`config.mk`:
```
export PLATFORM = sky130hd
export DESIGN_NAME = pong_sound_gen
export DESIGN_NICKNAME = d
export VERILOG_FILES = /design/src/rtl/pong_sound_gen.sv
export SDC_FILE = /design/constraint.sdc
export NUM_CORES = 1
export LEC_CHECK = 0
export BUFFER_PORTS_ARGS = -buffer_cell sky130_fd_sc_hd__buf_2
export CAP_MARGIN = 5
export CORE_MARGIN = 2
export CORE_UTILIZATION = 35
export DETAILED_ROUTE_END_ITERATION = 8
export GPL_TIMING_DRIVEN = 0
export SYNTH_ARGS = -nofsm -noshare
export SYNTH_HDL_FRONTEND = slang
export SYNTH_SLANG_ARGS = --single-unit
```
`constraint.sdc`:
```
create_clock -name clock -period 2.9 [get_ports clock]
set_input_delay 0.145 -clock clock [delete_from_list [all_inputs] [get_ports clock]]
set_output_delay 0.145 -clock clock [all_outputs]
set_load 0.005 [all_outputs]
```
`src/rtl/pong_sound_gen.sv`:
```
// pong_sound_gen: square-wave blip and point tones for the pong game.
// Optional ROUND_JINGLE_EN adds a third point segment on round changes.
module pong_sound_gen #(
   parameter int HIT_HALF  = 28409,
   parameter int HIT_LEN   = 2500000,
   parameter int PT_HALF_A = 18939,
   parameter int PT_HALF_B = 37878,
   parameter int PT_LEN    = 3750000,
   parameter int CNT_W     = 22
) (
   input  logic       clock,
   input  logic       reset,
   input  logic       hit,
   input  logic [2:0] scoreLeft,
   input  logic [2:0] scoreRight,
   input  logic [1:0] round,
   output logic       speaker,
   output logic       busy
);

   localparam logic [2:0] IDLE     = 3'd0;
   localparam logic [2:0] HIT_TONE = 3'd1;
   localparam logic [2:0] PT_A     = 3'd2;
   localparam logic [2:0] PT_B     = 3'd3;
`ifdef ROUND_JINGLE_EN
   localparam logic [2:0] PT_C     = 3'd4;
`endif

   localparam logic [CNT_W-1:0] HIT_HALF_M1  = CNT_W'(HIT_HALF - 1);
   localparam logic [CNT_W-1:0] HIT_LEN_M1   = CNT_W'(HIT_LEN - 1);
   localparam logic [CNT_W-1:0] PT_HALF_A_M1 = CNT_W'(PT_HALF_A - 1);
   localparam logic [CNT_W-1:0] PT_HALF_B_M1 = CNT_W'(PT_HALF_B - 1);
   localparam logic [CNT_W-1:0] PT_LEN_M1    = CNT_W'(PT_LEN - 1);

   logic [2:0]       state;
   logic [2:0]       next_state;
   logic [CNT_W-1:0] dur;
   logic [CNT_W-1:0] ph;
   logic [CNT_W-1:0] half_m1;
   logic [CNT_W-1:0] len_m1;
   logic             hit_q;
   logic [2:0]       scoreLeft_q;
   logic [2:0]       scoreRight_q;
   logic             hit_rise;
   logic             score_evt;
   logic             pt_evt;

   assign hit_rise  = hit & ~hit_q;
   assign score_evt = (scoreLeft != scoreLeft_q) |
                      (scoreRight != scoreRight_q);
   assign busy      = (state != IDLE);

`ifdef ROUND_JINGLE_EN
   logic [1:0] round_q;
   logic       jingle;
   logic       round_evt;

   assign round_evt = (round != round_q);
   assign pt_evt    = score_evt | round_evt;

   // Remember whether the running point sequence is a round jingle
   always_ff @(posedge clock or posedge reset) begin
      if (reset) begin
         round_q <= 2'd0;
         jingle  <= 1'b0;
      end else begin
         round_q <= round;
         if (pt_evt)
            jingle <= round_evt;
      end
   end
`else
   logic unused_round;

   assign unused_round = ^round;
   assign pt_evt       = score_evt;
`endif

   // Select half-period, duration and successor of the current tone state
   always_comb begin
      half_m1    = HIT_HALF_M1;
      len_m1     = HIT_LEN_M1;
      next_state = IDLE;
      case (state)
         PT_A: begin
            half_m1    = PT_HALF_A_M1;
            len_m1     = PT_LEN_M1;
            next_state = PT_B;
         end
         PT_B: begin
            half_m1    = PT_HALF_B_M1;
            len_m1     = PT_LEN_M1;
`ifdef ROUND_JINGLE_EN
            next_state = jingle ? PT_C : IDLE;
`endif
         end
`ifdef ROUND_JINGLE_EN
         PT_C: begin
            half_m1 = PT_HALF_A_M1;
            len_m1  = PT_LEN_M1;
         end
`endif
         default: ;
      endcase
   end

   // Edge detection, state progression and square-wave generation
   always_ff @(posedge clock or posedge reset) begin
      if (reset) begin
         state        <= IDLE;
         dur          <= '0;
         ph           <= '0;
         speaker      <= 1'b0;
         hit_q        <= 1'b0;
         scoreLeft_q  <= 3'd0;
         scoreRight_q <= 3'd0;
      end else begin
         hit_q        <= hit;
         scoreLeft_q  <= scoreLeft;
         scoreRight_q <= scoreRight;
         if (pt_evt) begin
            state   <= PT_A;
            dur     <= '0;
            ph      <= '0;
            speaker <= 1'b0;
         end else if (hit_rise &&
                      (state == IDLE || state == HIT_TONE)) begin
            state   <= HIT_TONE;
            dur     <= '0;
            ph      <= '0;
            speaker <= 1'b0;
         end else if (state == IDLE) begin
            dur     <= '0;
            ph      <= '0;
            speaker <= 1'b0;
         end else if (dur == len_m1) begin
            state   <= next_state;
            dur     <= '0;
            ph      <= '0;
            speaker <= 1'b0;
         end else begin
            dur <= dur + CNT_W'(1);
            if (ph == half_m1) begin
               ph      <= '0;
               speaker <= ~speaker;
            end else begin
               ph <= ph + CNT_W'(1);
            end
         end
      end
   end

endmodule

```
# == Word level (Yosys, flattened, before mapping) ==
# Index checks and enable logic that the tools add are counted.
# word_totals
reg_bits,55
output_inout_bits,2
input_bits,11
word_cells,50
# classes
n_reduce_logical,8
muxes,21
bitwise,4
addsub,2
eq_ne,8
# op_table
operator,n
22-bit two-way mux,9
22-bit by 1-bit adder with 22-bit output (second input constant),2
22-bit equality test,2
16-bit case mux with 2 select lines,1
21-bit two-way mux,1
3-bit two-way mux,4
3-bit by 2-bit equality test with 1-bit output (second input constant),2
3-bit inequality test,2
3-bit nonzero test,2
1-bit two-way mux,5
5-bit nonzero test,1
3-bit by 1-bit equality test with 1-bit output (second input constant),1
3-bit zero test,1
3-bit by 2-bit inequality test with 1-bit output (second input constant),1
2-bit two-way mux,1
1-bit NOT,2
2-bit AND reduction,1
2-bit OR reduction,1
1-bit AND,1
1-bit logical AND,1
1-bit logical OR,1
1-bit OR,1

# == Logic depth before layout (Yosys ltp) ==
# Gate-level depths: netlist of run 1.
# depth
depth_word,8
ltp_mapped,8
mapped_depth_nobuf,6

# == Worst setup path after synthesis of run 1 ==
# No wires, ideal clock.
# synth_path
path_kind,flip-flop to flip-flop
start,register dur[7]
end,register dur[6]
stages_incl_launch_ff,8
synth_period_minus_slack_ps,2065
required_time_ps,2781
n_path_buf,2
t_arrival_ps,1947
setup_time_ps,119
path_slack_ps,835
path_cell_list,dfrtp_1 > nand4bb_1 > or4_4 > a2111oi_4 > or3_1 > buf_4 > buf_6 > nor2_1
# synth_via
elab_chain_cells,5
# synth_lines
element,line,text
start: declaration,37,logic [CNT_W-1:0] dur;
start signal: assignment,142,dur <= dur + CNT_W'(1);
22-bit equality test,136,end else if (dur == len_m1) begin
22-bit two-way mux,136,
22-bit two-way mux,132,end else if (state == IDLE) begin
22-bit two-way mux,126,end else if (hit_rise &&
22-bit two-way mux,121,if (pt_evt) begin
# No other way between the ends.
# A chain may end at the register's enable or synchronous reset.

# == Worst setup path after layout of run 1 ==
# layout_path
start,register dur[7]
end,register ph[7]
# layout_via
elab_chain_cells,5
# layout_lines
element,line,text
22-bit equality test,136,
22-bit two-way mux,136,
22-bit two-way mux,132,
22-bit two-way mux,126,
22-bit two-way mux,121,
end signal: assignment,147,ph <= ph + CNT_W'(1);
end: declaration,38,logic [CNT_W-1:0] ph;
# No other way between the ends.

==> results of run 1 <==
[cells in the mapped netlist (3+ instances only)]
library cell               number  area (um^2)
sky130_fd_sc_hd__and4_1         5         43.8
sky130_fd_sc_hd__nand3_1       16         80.1
sky130_fd_sc_hd__nand4_1       11         68.8
sky130_fd_sc_hd__nor4_1         5         31.3
sky130_fd_sc_hd__or4_1          3         22.5
sky130_fd_sc_hd__and3_1         3         18.8
sky130_fd_sc_hd__nand2_1       19         71.3
sky130_fd_sc_hd__inv_1          6         22.5
sky130_fd_sc_hd__nand2b_1       5         31.3
sky130_fd_sc_hd__dfrtp_1       54         1350
sky130_fd_sc_hd__nor3_1         9         45.0
sky130_fd_sc_hd__a21oi_1        3         15.0
sky130_fd_sc_hd__nor4bb_1       4         40.0
sky130_fd_sc_hd__nor2_1        52          195
sky130_fd_sc_hd__xor2_1        27          236
sky130_fd_sc_hd__xnor2_1       20          175
sky130_fd_sc_hd__buf_4          3         22.5
[kinds of logic after synthesis]
family,count (synthesis),synth area share
muxes,1,0.00416
buffers and inverters,14,0.0296
xor gates and xnor gates,47,0.152
adders and majority gates,2,0.00925
and+or+nand+nor,144,0.275
DFF,54,0.500
AOI/OAI and AO/OA,8,0.0301
[power by group through the flow]
stage               Combinational, mW  Sequential, mW  Clock, mW
floorplan                      0.0239           0.775          0
global placement               0.0375           0.775          0
detailed placement             0.0430           0.775          0
CTS                            0.0512           0.761      0.529
global route                   0.0573           0.762      0.563
finish                         0.0498           0.760      0.510
[stage by stage]
| stage | util | hold slack, ps |
|---|---|---|
| finish | 0.408 | 476 |
| floorplan | - | 176 |
| global route | 0.408 | 484 |
| detailed placement | 0.382 | 274 |
| CTS | 0.408 | 482 |
| global placement | 0.379 | 271 |
[layout make-up]
class,instances,share of cell area
Multi-Input combinational cell,202,0.410
Clock buffer,5,0.0222
Tap cell,102,0.0411
Buffer,8,0.0186
Inverter,6,0.00726
Clock inverter,3,0.0141
Timing Repair Buffer,19,0.0508
Sequential cell,54,0.436
[worst max-delay path: stages (launching register included)]
cell                        delay, ps
sky130_fd_sc_hd__dfrtp_1          450
sky130_fd_sc_hd__nand4bb_1        230
sky130_fd_sc_hd__or4_4            540
sky130_fd_sc_hd__a2111oi_4        480
sky130_fd_sc_hd__or4_1            280
sky130_fd_sc_hd__buf_4            210
sky130_fd_sc_hd__nor2_1            60
[flip-flops by register name, indices dropped and copies added (netlist names)]
name,cells
scoreLeft_q,3
dur,22
speaker,1
ph,22
scoreRight_q,3
state,2
hit_q,1
[cells in the final DEF, fill, tap and decap left out, types with 2 or more instances in the layout]
| master | Yosys | final |
|---|---|---|
| sky130_fd_sc_hd__clkbuf_8 | 0 | 5 |
| sky130_fd_sc_hd__nor4b_1 | 2 | 2 |
| sky130_fd_sc_hd__nand3_1 | 16 | 16 |
| sky130_fd_sc_hd__ha_1 | 2 | 2 |
| sky130_fd_sc_hd__nor2_1 | 52 | 52 |
| sky130_fd_sc_hd__nand4b_1 | 2 | 2 |
| sky130_fd_sc_hd__xor2_1 | 27 | 27 |
| sky130_fd_sc_hd__buf_2 | 1 | 11 |
| sky130_fd_sc_hd__nor4bb_1 | 4 | 4 |
| sky130_fd_sc_hd__inv_1 | 6 | 5 |
| sky130_fd_sc_hd__nand4_1 | 11 | 11 |
| sky130_fd_sc_hd__dfrtp_1 | 54 | 54 |
| sky130_fd_sc_hd__and3_1 | 3 | 3 |
| sky130_fd_sc_hd__nor3_1 | 9 | 9 |
| sky130_fd_sc_hd__or3_1 | 2 | 2 |
| sky130_fd_sc_hd__buf_4 | 3 | 3 |
| sky130_fd_sc_hd__and2_1 | 2 | 2 |
| sky130_fd_sc_hd__and4_1 | 5 | 5 |
| sky130_fd_sc_hd__xnor2_1 | 20 | 20 |
| sky130_fd_sc_hd__clkbuf_1 | 2 | 2 |
| sky130_fd_sc_hd__nand2b_1 | 5 | 5 |
| sky130_fd_sc_hd__nor4_1 | 5 | 5 |
| sky130_fd_sc_hd__or4_1 | 3 | 3 |
| sky130_fd_sc_hd__a21oi_1 | 3 | 3 |
| sky130_fd_sc_hd__nand2_1 | 19 | 19 |
| sky130_fd_sc_hd__buf_6 | 2 | 2 |
| sky130_fd_sc_hd__dlygate4sd3_1 | 0 | 8 |
[metal layers]
| layer | routed length [um] | global-route usage | vias to the layer above |
|---|---|---|---|
| met3 | 94 | 0.0247 | 4 |
| met1 | 2450 | 0.173 | 907 |
| li1 | - | - | 969 |
| met5 | 0 | 0 | - |
| met4 | 52 | 0.0373 | 0 |
| met2 | 2480 | 0.219 | 15 |
[how the worst min path moves through the flow]
stage,from,endpoint,cells past startpoint
after floorplan,hit,hit_q,0
after global placement,hit,hit_q,1
after detailed placement,hit,hit_q,1
after CTS,scoreRight[0],scoreRight_q[0],2
after global routing,scoreRight[1],scoreRight_q[1],2
final,reset,dur[19],3
[repair_timing]
item / CTS / global route
buffers inserted: 0 / 0
hold buffers: 8 / 0
hold endpoints to repair: 37 / 0
==> run_results.csv, run 1 <==
group,metric,value,unit
power,static_leak,1.16,nW
synthesis,syn_nets,283,
hold_path,timing.hold.worst.class,"in2async",
routing,vias,1895,
power,power_frac_seq,0.576,
place,port_buffers,10,
critical_path,worst-r2r-cell-count,6,
power,pwr_density_cell,426,mW/mm^2
clock_tree,cts_tree,"done",
routing,route.detailed.wl_per_inst,12.7,um
sta,setup-tns-final,0,ps
power,combPwrFrac,0.038,
synthesis,synthArstFlopShare,1.00,
outcome,outcome,"finished, final reports clean",
global_route,overall_routing_resource_usage,0.131,
finish,postLayoutCellArea,0.00310,mm^2
critical_path,r2r_setup_slack,550,ps
sta,finalClockSkew,11.5,ps
synthesis,cell_count_after_synthesis,270,
power,power.ir.vdd_worst,208,uV
finish,area_growth_syn_to_layout,14.7,%
power,netSwitchingFraction,0.213,
clock_tree,htree_num_levels,2,
sta,report.final.hold_viol_count,0,
global_route,global_route.overflow_total,0,
critical_path,critical_path.max_fanout,10,
floorplanning,starting_utilization_of_the_core_area,0.355,
place,finalWeightedCongestion,0.834,
synthesis,synth_edf_count,0,
finish,multi_input_comb_area,0.00127,mm^2
routing,detail_route.first_pass.iterations,4,
sta,fin_crit,2350,ps
synthesis,postSynth.topFlopCell,"sky130_fd_sc_hd__dfrtp_1",
place,preCtsSetupSlack,543,ps
synthesis,synth_cell_types,35,
floorplanning,dieHeight,91.9,um
critical_path,timing.critical_path.arrival,2540,ps
floorplanning,ios,13,
sta,final_max_slew_viol_count,0,
floorplanning,design.die.area,0.00844,mm^2
sta,achievable-frequency,0.426,GHz
job,maxCapViolations,0,
critical_path,endpoint,"ph[7]",
finish,stdcell_count,399,
sta,setup_viol_count_final,0,
floorplanning,die_width,91.9,um
global_route,initial_antenna_violation_count,0,
critical_path,worstSetupStartpoint,"dur[7]",
critical_path,critical_path_start_type,"register",
place,dp_hpwl,3570,um
critical_path,timing.critical_path.to_type,"register",
global_route,grt_max_degree,32,
finish,diodes,0,
floorplanning,num_rows,32,
clock_tree,clock_path_buffers,2,
sta,grt_setup_unrepaired,"false",
finish,design.final.nets,309,
clock_tree,path_clk_slew,100,ps
place,placed_cells_incl_taps,383,
global_route,grt_pass1_vias,1903,
place,placedInstanceArea,0.00291,mm^2
synthesis,synth-seq-cells,54,
synthesis,synth.cell_area,0.00270,mm^2
power,netSwitchingPower,281,uW
clock_tree,ctsResizeCount,0,
power,internal-power,1.04,mW
routing,drc_errors,0,
finish,final_layout_size_suffix_gt1_frac,0.104,
finish,number_of_filler_instances_in_the_final_layout,755,
routing,first_iter_violations,117,
synthesis,synth.avg_cell_area,10.0,um^2
clock_tree,ctsRootBufferMaster,"sky130_fd_sc_hd__clkbuf_8",
sta,final.period_utilization,0.810,
routing,detail-route-antenna-nets,0,
sta,setup_ws,552,ps
power,share_clk_of_total_power,0.386,
critical_path,worst_r2r_startpoint,"dur[7]",
sta,relSlewSlack,0.305,
critical_path,timing.setup.critical_path_class,"reg2reg",
clock_tree,worstSkewPairLatency,310,ps
critical_path,worst-endpoint-required,3090,ps
power,total_power,1.32,mW
clock_tree,clock-sinks,54,
floorplanning,floorplan.core_area,0.00761,mm^2
routing,detail_route.wirelength,5080,um
synthesis,synth_warnings,0,
clock_tree,cts_buffer_count,5,
synthesis,fraction_of_the_yosys_area_taken_by_sequential_cells,0.500,
global_route,global_route_wire_length_before_repair,8830,um
finish,seqCellArea,0.00135,mm^2
critical_path,crit_reg_reg_endpoint,"ph[7]",
routing,viasPerCell,4.75,
sta,timing_worst_slew_pin_value,1030,ps
Power figures use the tool's default switching activity.
==> run 2: changes to the inputs <==
- clock period: 2.9 -> 2.19 ns (I/O delays scaled with it)
==> run 2 against run 1 <==
Clock power is 33% higher. Via count rose by 2.8%. Final area is 3.5% higher. Die area unchanged. Non-clock buffer count increased by 7. Setup slack lost 470 ps. Global-route usage hardly changed. Fmax increased by 11%. Flip-flop and latch count stayed put. Clock skew down 1.4 ps. Highest routed layer unchanged.
==> run_results.csv, run 2 (synthesis gave the netlist of run 1 again) <==
group,metric,value,unit
finish,multi_input_comb_area,0.00130,mm^2
global_route,initial_antenna_violation_count,0,
job,maxCapViolations,0,
routing,detail_route.first_pass.iterations,4,
routing,drc_errors,0,
global_route,global_route_wire_length_before_repair,8890,um
clock_tree,ctsRootBufferMaster,"sky130_fd_sc_hd__clkbuf_8",
critical_path,timing.setup.critical_path_class,"reg2reg",
floorplanning,floorplan.core_area,0.00761,mm^2
power,static_leak,1.21,nW
place,finalWeightedCongestion,0.834,
global_route,overall_routing_resource_usage,0.131,
critical_path,r2r_setup_slack,80,ps
finish,layout_top_registers,"dur x22, ph x22",
power,pwr_density_cell,547,mW/mm^2
finish,number_of_filler_instances_in_the_final_layout,732,
sta,finalClockSkew,10.1,ps
routing,route.detailed.wl_per_inst,12.9,um
power,total_power,1.76,mW
critical_path,worst-path-buf-inv,2,
critical_path,worst-endpoint-required,2390,ps
sta,final.period_utilization,0.963,
outcome,outcome,"finished, final reports clean",
clock_tree,htree_num_levels,2,
clock_tree,worstSkewPairLatency,310,ps
critical_path,path_delay_family,"simple AND/OR/NAND/NOR gates",
routing,detail_route.wirelength,5240,um
sta,achievable-frequency,0.474,GHz
finish,mostFrequentLayoutCells,"sky130_fd_sc_hd__nor2_1, sky130_fd_sc_hd__dfrtp_1, sky130_fd_sc_hd__xor2_1",
clock_tree,clock-sinks,54,
place,dp_hpwl,3570,um
critical_path,cp_slowest_cell,"sky130_fd_sc_hd__or4_4",
clock_tree,clock_path_buffers,2,
finish,postLayoutCellArea,0.00321,mm^2
sta,fin_crit,2110,ps
routing,vias,1948,
place,port_buffers,10,
finish,final_layout_size_suffix_gt1_frac,0.155,
floorplanning,num_rows,32,
global_route,grt_max_degree,32,
critical_path,timing.critical_path.arrival,2310,ps
sta,setup_viol_count_final,0,
finish,design.final.nets,316,
floorplanning,dieHeight,91.9,um
sta,report.final.hold_viol_count,0,
finish,area_growth_syn_to_layout,18.8,%
critical_path,critical_path.cell_chain,"nand2_1 > or4_4 > a2111oi_4 > or3_1 > buf_6 > buf_8 > nor2_1",
finish,seqCellArea,0.00136,mm^2
critical_path,crit_reg_reg_endpoint,"dur[8]",
finish,diodes,0,
power,power.ir.vdd_worst,316,uV
routing,first_iter_violations,104,
critical_path,timing.critical_path.to_type,"register",
clock_tree,path_clk_slew,100,ps
finish,most_frequent_standard_cell_in_the_layout_excluding_fill_and_tap_cells,"sky130_fd_sc_hd__nor2_1",
routing,detail-route-antenna-nets,0,
clock_tree,cts_buffer_count,5,
global_route,grt_pass1_vias,1922,
floorplanning,die_width,91.9,um
floorplanning,ios,13,
sta,final_max_slew_viol_count,0,
floorplanning,starting_utilization_of_the_core_area,0.355,
clock_tree,cts_tree,"done",
critical_path,critical_path.max_fanout,10,
finish,stdcell_count,406,
critical_path,critical_path_start_type,"register",
sta,timing_worst_slew_pin_value,1010,ps
floorplanning,design.die.area,0.00844,mm^2
global_route,global_route.overflow_total,0,
sta,relSlewSlack,0.321,
place,placedInstanceArea,0.00291,mm^2
routing,viasPerCell,4.80,
critical_path,worst-r2r-cell-count,7,
critical_path,worst_r2r_startpoint,"dur[5]",
critical_path,cp_slowest_stage_delay,520,ps
hold_path,timing.hold.worst.class,"in2async",
place,placed_cells_incl_taps,383,
## run 2: metrics by stage
step / utilization / worst slack (ps) / setup TNS, ps / hold slack [ps]
detailed placement: 0.382 / -167 / -4660 / 238
CTS: 0.412 / 12.0 / 0 / 447
floorplan: - / 125 / 0 / 141
finish: 0.422 / 80.7 / 0 / 445
global placement: 0.379 / -147 / -3800 / 235
global route: 0.422 / -54.5 / -80.1 / 448
## run 2: what timing repair did
| item | 4_1_cts | 5_1_grt |
|---|---|---|
| pin swaps | 3 | 6 |
| endpoints found under the setup margin | 40 | 40 |
| resized for setup | 2 | 12 |
| setup buffers | 3 | 6 |
| hold endpoints to repair | 37 | 0 |
| hold buffers | 8 | 0 |
## run 2: area by class of cell
cell class	instances	area share
Buffer	6	0.0210
Inverter	6	0.00701
Clock buffer	5	0.0214
Tap cell	102	0.0397
Timing Repair Buffer	28	0.0701
Sequential cell	54	0.422
Clock inverter	3	0.0136
Multi-Input combinational cell	202	0.405
## run 2: how the worst max path moves through the flow
stage / depth (start not counted) / startpoint / end / slack [ps]
finish: 7 / dur[5] / dur[8] / 80
global route: 5 / dur[2] / dur[13] / -50
CTS: 7 / dur[7] / dur[8] / 10
detailed placement: 6 / dur[7] / ph[13] / -170
global placement: 6 / dur[7] / ph[20] / -150
floorplan: 7 / dur[7] / dur[6] / 120
## run 2: power breakdown
| group | switching [mW] | internal (mW) |
|---|---|---|
| registers | 0.00347 | 1.00 |
| clock network | 0.336 | 0.343 |
| logic | 0.0382 | 0.0313 |
## run 2: metal layers
metal / vias up / share of wire / track usage
met1: 941 / 0.48 / 0.174
met2: 18 / 0.49 / 0.222
li1: 985 / - / -
met3: 4 / 0.023 / 0.0222
met5: - / 0 / 0
met4: 0 / 0.0084 / 0.0336
## run 2: worst register-to-register path: cells and delay by family (launching register included)
kind	cells	cell delay [ps]
simple gates	4	910
compound gates	1	430
flops	1	420
buf+inv	2	240
==> run 3: changes to the inputs <==
--- a/config.mk
+++ b/config.mk
@@ -6,4 +6,5 @@
 export NUM_CORES = 1
 export LEC_CHECK = 0
+export ABC_AREA = 1
 export BUFFER_PORTS_ARGS = -buffer_cell sky130_fd_sc_hd__buf_2
 export CAP_MARGIN = 5
==> constraint.sdc (replaced) <==
create_clock -name clock -period 2.19 [get_ports clock]
set_input_delay 0.1095 -clock clock [delete_from_list [all_inputs] [get_ports clock]]
set_output_delay 0.1095 -clock clock [all_outputs]
set_load 0.01 [all_outputs]
==> run 3 against run 2 <==
Sequential power barely moved. Clock skew barely moved. Non-clock buffer count shrank 9. First-iteration DRC count up 5.8%. Critical path depth rose by 2. Synthesized cell count up 51%. Final area increased by 7.8%. Fmax grew 15%. Critical endpoint is now ph[9].
==> run_results.csv, run 3 <==
group,metric,value,unit
critical_path,worst-endpoint-required,2400,ps
sta,achievable-frequency,0.546,GHz
clock_tree,clock-sinks,54,
floorplanning,design.die.area,0.00960,mm^2
finish,layout_top_registers,"dur x22, ph x22",
clock_tree,cts_buffer_count,5,
finish,final_layout_size_suffix_gt1_frac,0.108,
sta,setup-tns-final,0,ps
synthesis,synth.cell_area,0.00309,mm^2
power,static_leak,1.42,nW
floorplanning,num_rows,34,
finish,diodes,0,
routing,drc_errors,0,
place,finalWeightedCongestion,0.899,
job,maxCapViolations,0,
critical_path,timing.critical_path.to_type,"register",
routing,viasPerCell,4.66,
power,netSwitchingPower,372,uW
synthesis,synth.avg_cell_area,7.58,um^2
synthesis,synth_cell_types,31,
global_route,global_route.overflow_total,0,
clock_tree,path_clk_slew,100,ps
sta,relSlewSlack,0.687,
synthesis,synth-seq-cells,54,
critical_path,cp_slowest_stage_delay,420,ps
sta,final_max_slew_viol_count,0,
clock_tree,cts_tree,"done",
synthesis,synthArstFlopShare,1.00,
clock_tree,postCtsSetupBuffers,0,
sta,finalClockSkew,9.64,ps
clock_tree,ctsRootBufferMaster,"sky130_fd_sc_hd__clkbuf_8",
sta,grt_setup_unrepaired,"false",
finish,most_frequent_standard_cell_in_the_layout_excluding_fill_and_tap_cells,"sky130_fd_sc_hd__nor2_1",
sta,fin_crit,1830,ps
floorplanning,ios,13,
routing,vias,2529,
finish,mostFrequentLayoutCells,"sky130_fd_sc_hd__nor2_1, sky130_fd_sc_hd__nand2_1, sky130_fd_sc_hd__dfrtp_1",
power,share_clk_of_total_power,0.341,
power,combPwrFrac,0.041,
global_route,global_route_wire_length_before_repair,11200,um
synthesis,fraction_of_the_yosys_area_taken_by_sequential_cells,0.437,
place,placed_cells_incl_taps,527,
global_route,overall_routing_resource_usage,0.143,
routing,route.detailed.wl_per_inst,11.9,um
sta,report.final.hold_viol_count,0,
sta,final.period_utilization,0.837,
floorplanning,dieHeight,98.0,um
clock_tree,clock_path_buffers,2,
clock_tree,htree_num_levels,2,
synthesis,syn_nets,421,
sta,timing_worst_slew_pin_value,466,ps
critical_path,critical_path_start_type,"register",
finish,final_core_utilization,0.401,
finish,stdcell_count,543,
outcome,outcome,"finished, final reports clean",
place,dp_hpwl,4930,um
synthesis,synthMostInstantiatedCell,"sky130_fd_sc_hd__nor2_1",
global_route,grt_max_degree,39,
synthesis,postSynth.topFlopCell,"sky130_fd_sc_hd__dfrtp_1",
place,port_buffers,10,
finish,design.final.nets,447,
power,power_frac_seq,0.618,
place,preCtsSetupSlack,355,ps
floorplanning,die_width,98.0,um
sta,timing.hold.ws,307,ps
floorplanning,starting_utilization_of_the_core_area,0.358,
synthesis,cell_count_after_synthesis,408,
routing,detail_route.first_pass.iterations,4,
floorplanning,floorplan.core_area,0.00864,mm^2
routing,detail-route-antenna-nets,0,
critical_path,critical_path.cell_chain,"ha_1 > nand3_2 > nor3_2 > nand2_1 > nor2_4 > nor2_8 > nand3_4 > buf_12 > nor2_2",
global_route,initial_antenna_violation_count,0,
power,netSwitchingFraction,0.228,
critical_path,critical_path.max_fanout,10,
routing,detail_route.wirelength,6480,um
critical_path,cp_slowest_cell,"sky130_fd_sc_hd__dfrtp_1",
synthesis,post_synth_top_cells,"sky130_fd_sc_hd__nor2_1, sky130_fd_sc_hd__nand2_1, sky130_fd_sc_hd__dfrtp_1",
critical_path,timing.setup.critical_path_class,"reg2reg",
power,power.ir.vdd_worst,245,uV
synthesis,synth_warnings,0,
synthesis,synth_edf_count,0,
power,pwr_density_cell,471,mW/mm^2
routing,first_iter_violations,110,
global_route,grt_pass1_vias,2526,
clock_tree,worstSkewPairLatency,310,ps
synthesis,synthTopCellsByArea,"sky130_fd_sc_hd__dfrtp_1, sky130_fd_sc_hd__nor2_1, sky130_fd_sc_hd__nand2_1, sky130_fd_sc_hd__xor2_1, sky130_fd_sc_hd__inv_1",
clock_tree,ctsResizeCount,0,
hold_path,timing.hold.worst.class,"in2async",
synthesis,post-synth-top-area-cell,"sky130_fd_sc_hd__dfrtp_1",
sta,setup_viol_count_final,0,
critical_path,timing.critical_path.arrival,2040,ps
sta,setup_ws,358,ps
power,internal-power,1.26,mW
finish,area_growth_syn_to_layout,12.0,%
synthesis,yosys.area.top_type_share,0.437,
## run 3: cell count changes after synthesis, sizes merged, moves of 4 or more
cell / before / now
nand2: 19 / 95
nor2: 52 / 111
inv: 6 / 45
nand3: 16 / 27
xnor2: 20 / 9
and4: 5 / 0
nand2b: 5 / 0
nor4: 5 / 0
nor4bb: 4 / 0
or4: 4 / 0
## run 3: worst max-delay path: cells and delay by family (launching register included)
kind / cells / cell delay (ps)
buf+inv: 1 / 170
fa+ha+maj: 1 / 230
simple gates: 7 / 920
flops: 1 / 420
## run 3: logic make-up after synthesis
logic type	share of synthesized area
AND/OR/NAND/NOR	0.372
flip-flops	0.437
XOR/XNOR	0.0963
AO/OA/AOI/OAI	0.0158
buffers and inverters	0.0712
adder cells (fa/ha/maj)	0.00809
## run 3: cell type report
| type | count | area [um^2] |
|---|---|---|
| inverters | 45 | 169 |
| fillers | 884 | 5170 |
| clock buffers | 6 | 72.6 |
| clock inverters | 2 | 13.8 |
| well taps | 108 | 135 |
| plain buffers | 6 | 51.3 |
| multi-input cells | 303 | 1520 |
| repair buffers | 19 | 150 |
| flip-flops and latches | 54 | 1350 |
## run 3: final timing paths
kind | slack [ps] | cells past startpoint | from | endpoint
max | 360 | 9 | dur[0] | ph[9]
min | 310 | 3 | reset | ph[7]
max reg2reg | 360 | 9 | dur[0] | ph[9]
min in group clock | 460 | 2 | scoreLeft[0] | scoreLeft_q[0]
min reg2reg | 520 | 1 | dur[0] | dur[0]
max in group asynchronous | 1350 | 4 | reset | dur[7]
## run 3: power groups by stage
| stage | sequential [mW] | clock [mW] | combinational [mW] |
|---|---|---|---|
| after floorplan | 1.03 | 0 | 0.0333 |
| after CTS | 1.01 | 0.581 | 0.0693 |
| after detailed placement | 1.03 | 0 | 0.0586 |
| final | 1.01 | 0.557 | 0.0665 |
| after global routing | 1.01 | 0.620 | 0.0771 |
| after global placement | 1.03 | 0 | 0.0524 |
## run 3: what timing repair did
action	4_1_cts	5_1_grt
hold buffers	8	0
endpoints found under the setup margin	0	0
hold endpoints to repair	23	0
## run 3: metrics by stage
step           area, um^2  power, mW
2_1_floorplan        3090       1.06
3_3_place_gp         3280       1.08
3_5_place_dp         3300       1.09
4_1_cts              3460       1.66
5_1_grt              3460       1.71
6_report             3460       1.63
## run 3: metal layers
layer	vias to the layer above	global-route usage	part of all wire
met5	-	0	0
met4	0	0.0620	0.025
met3	17	0.0243	0.027
met2	37	0.247	0.48
met1	1164	0.177	0.47
li1	1311	-	-
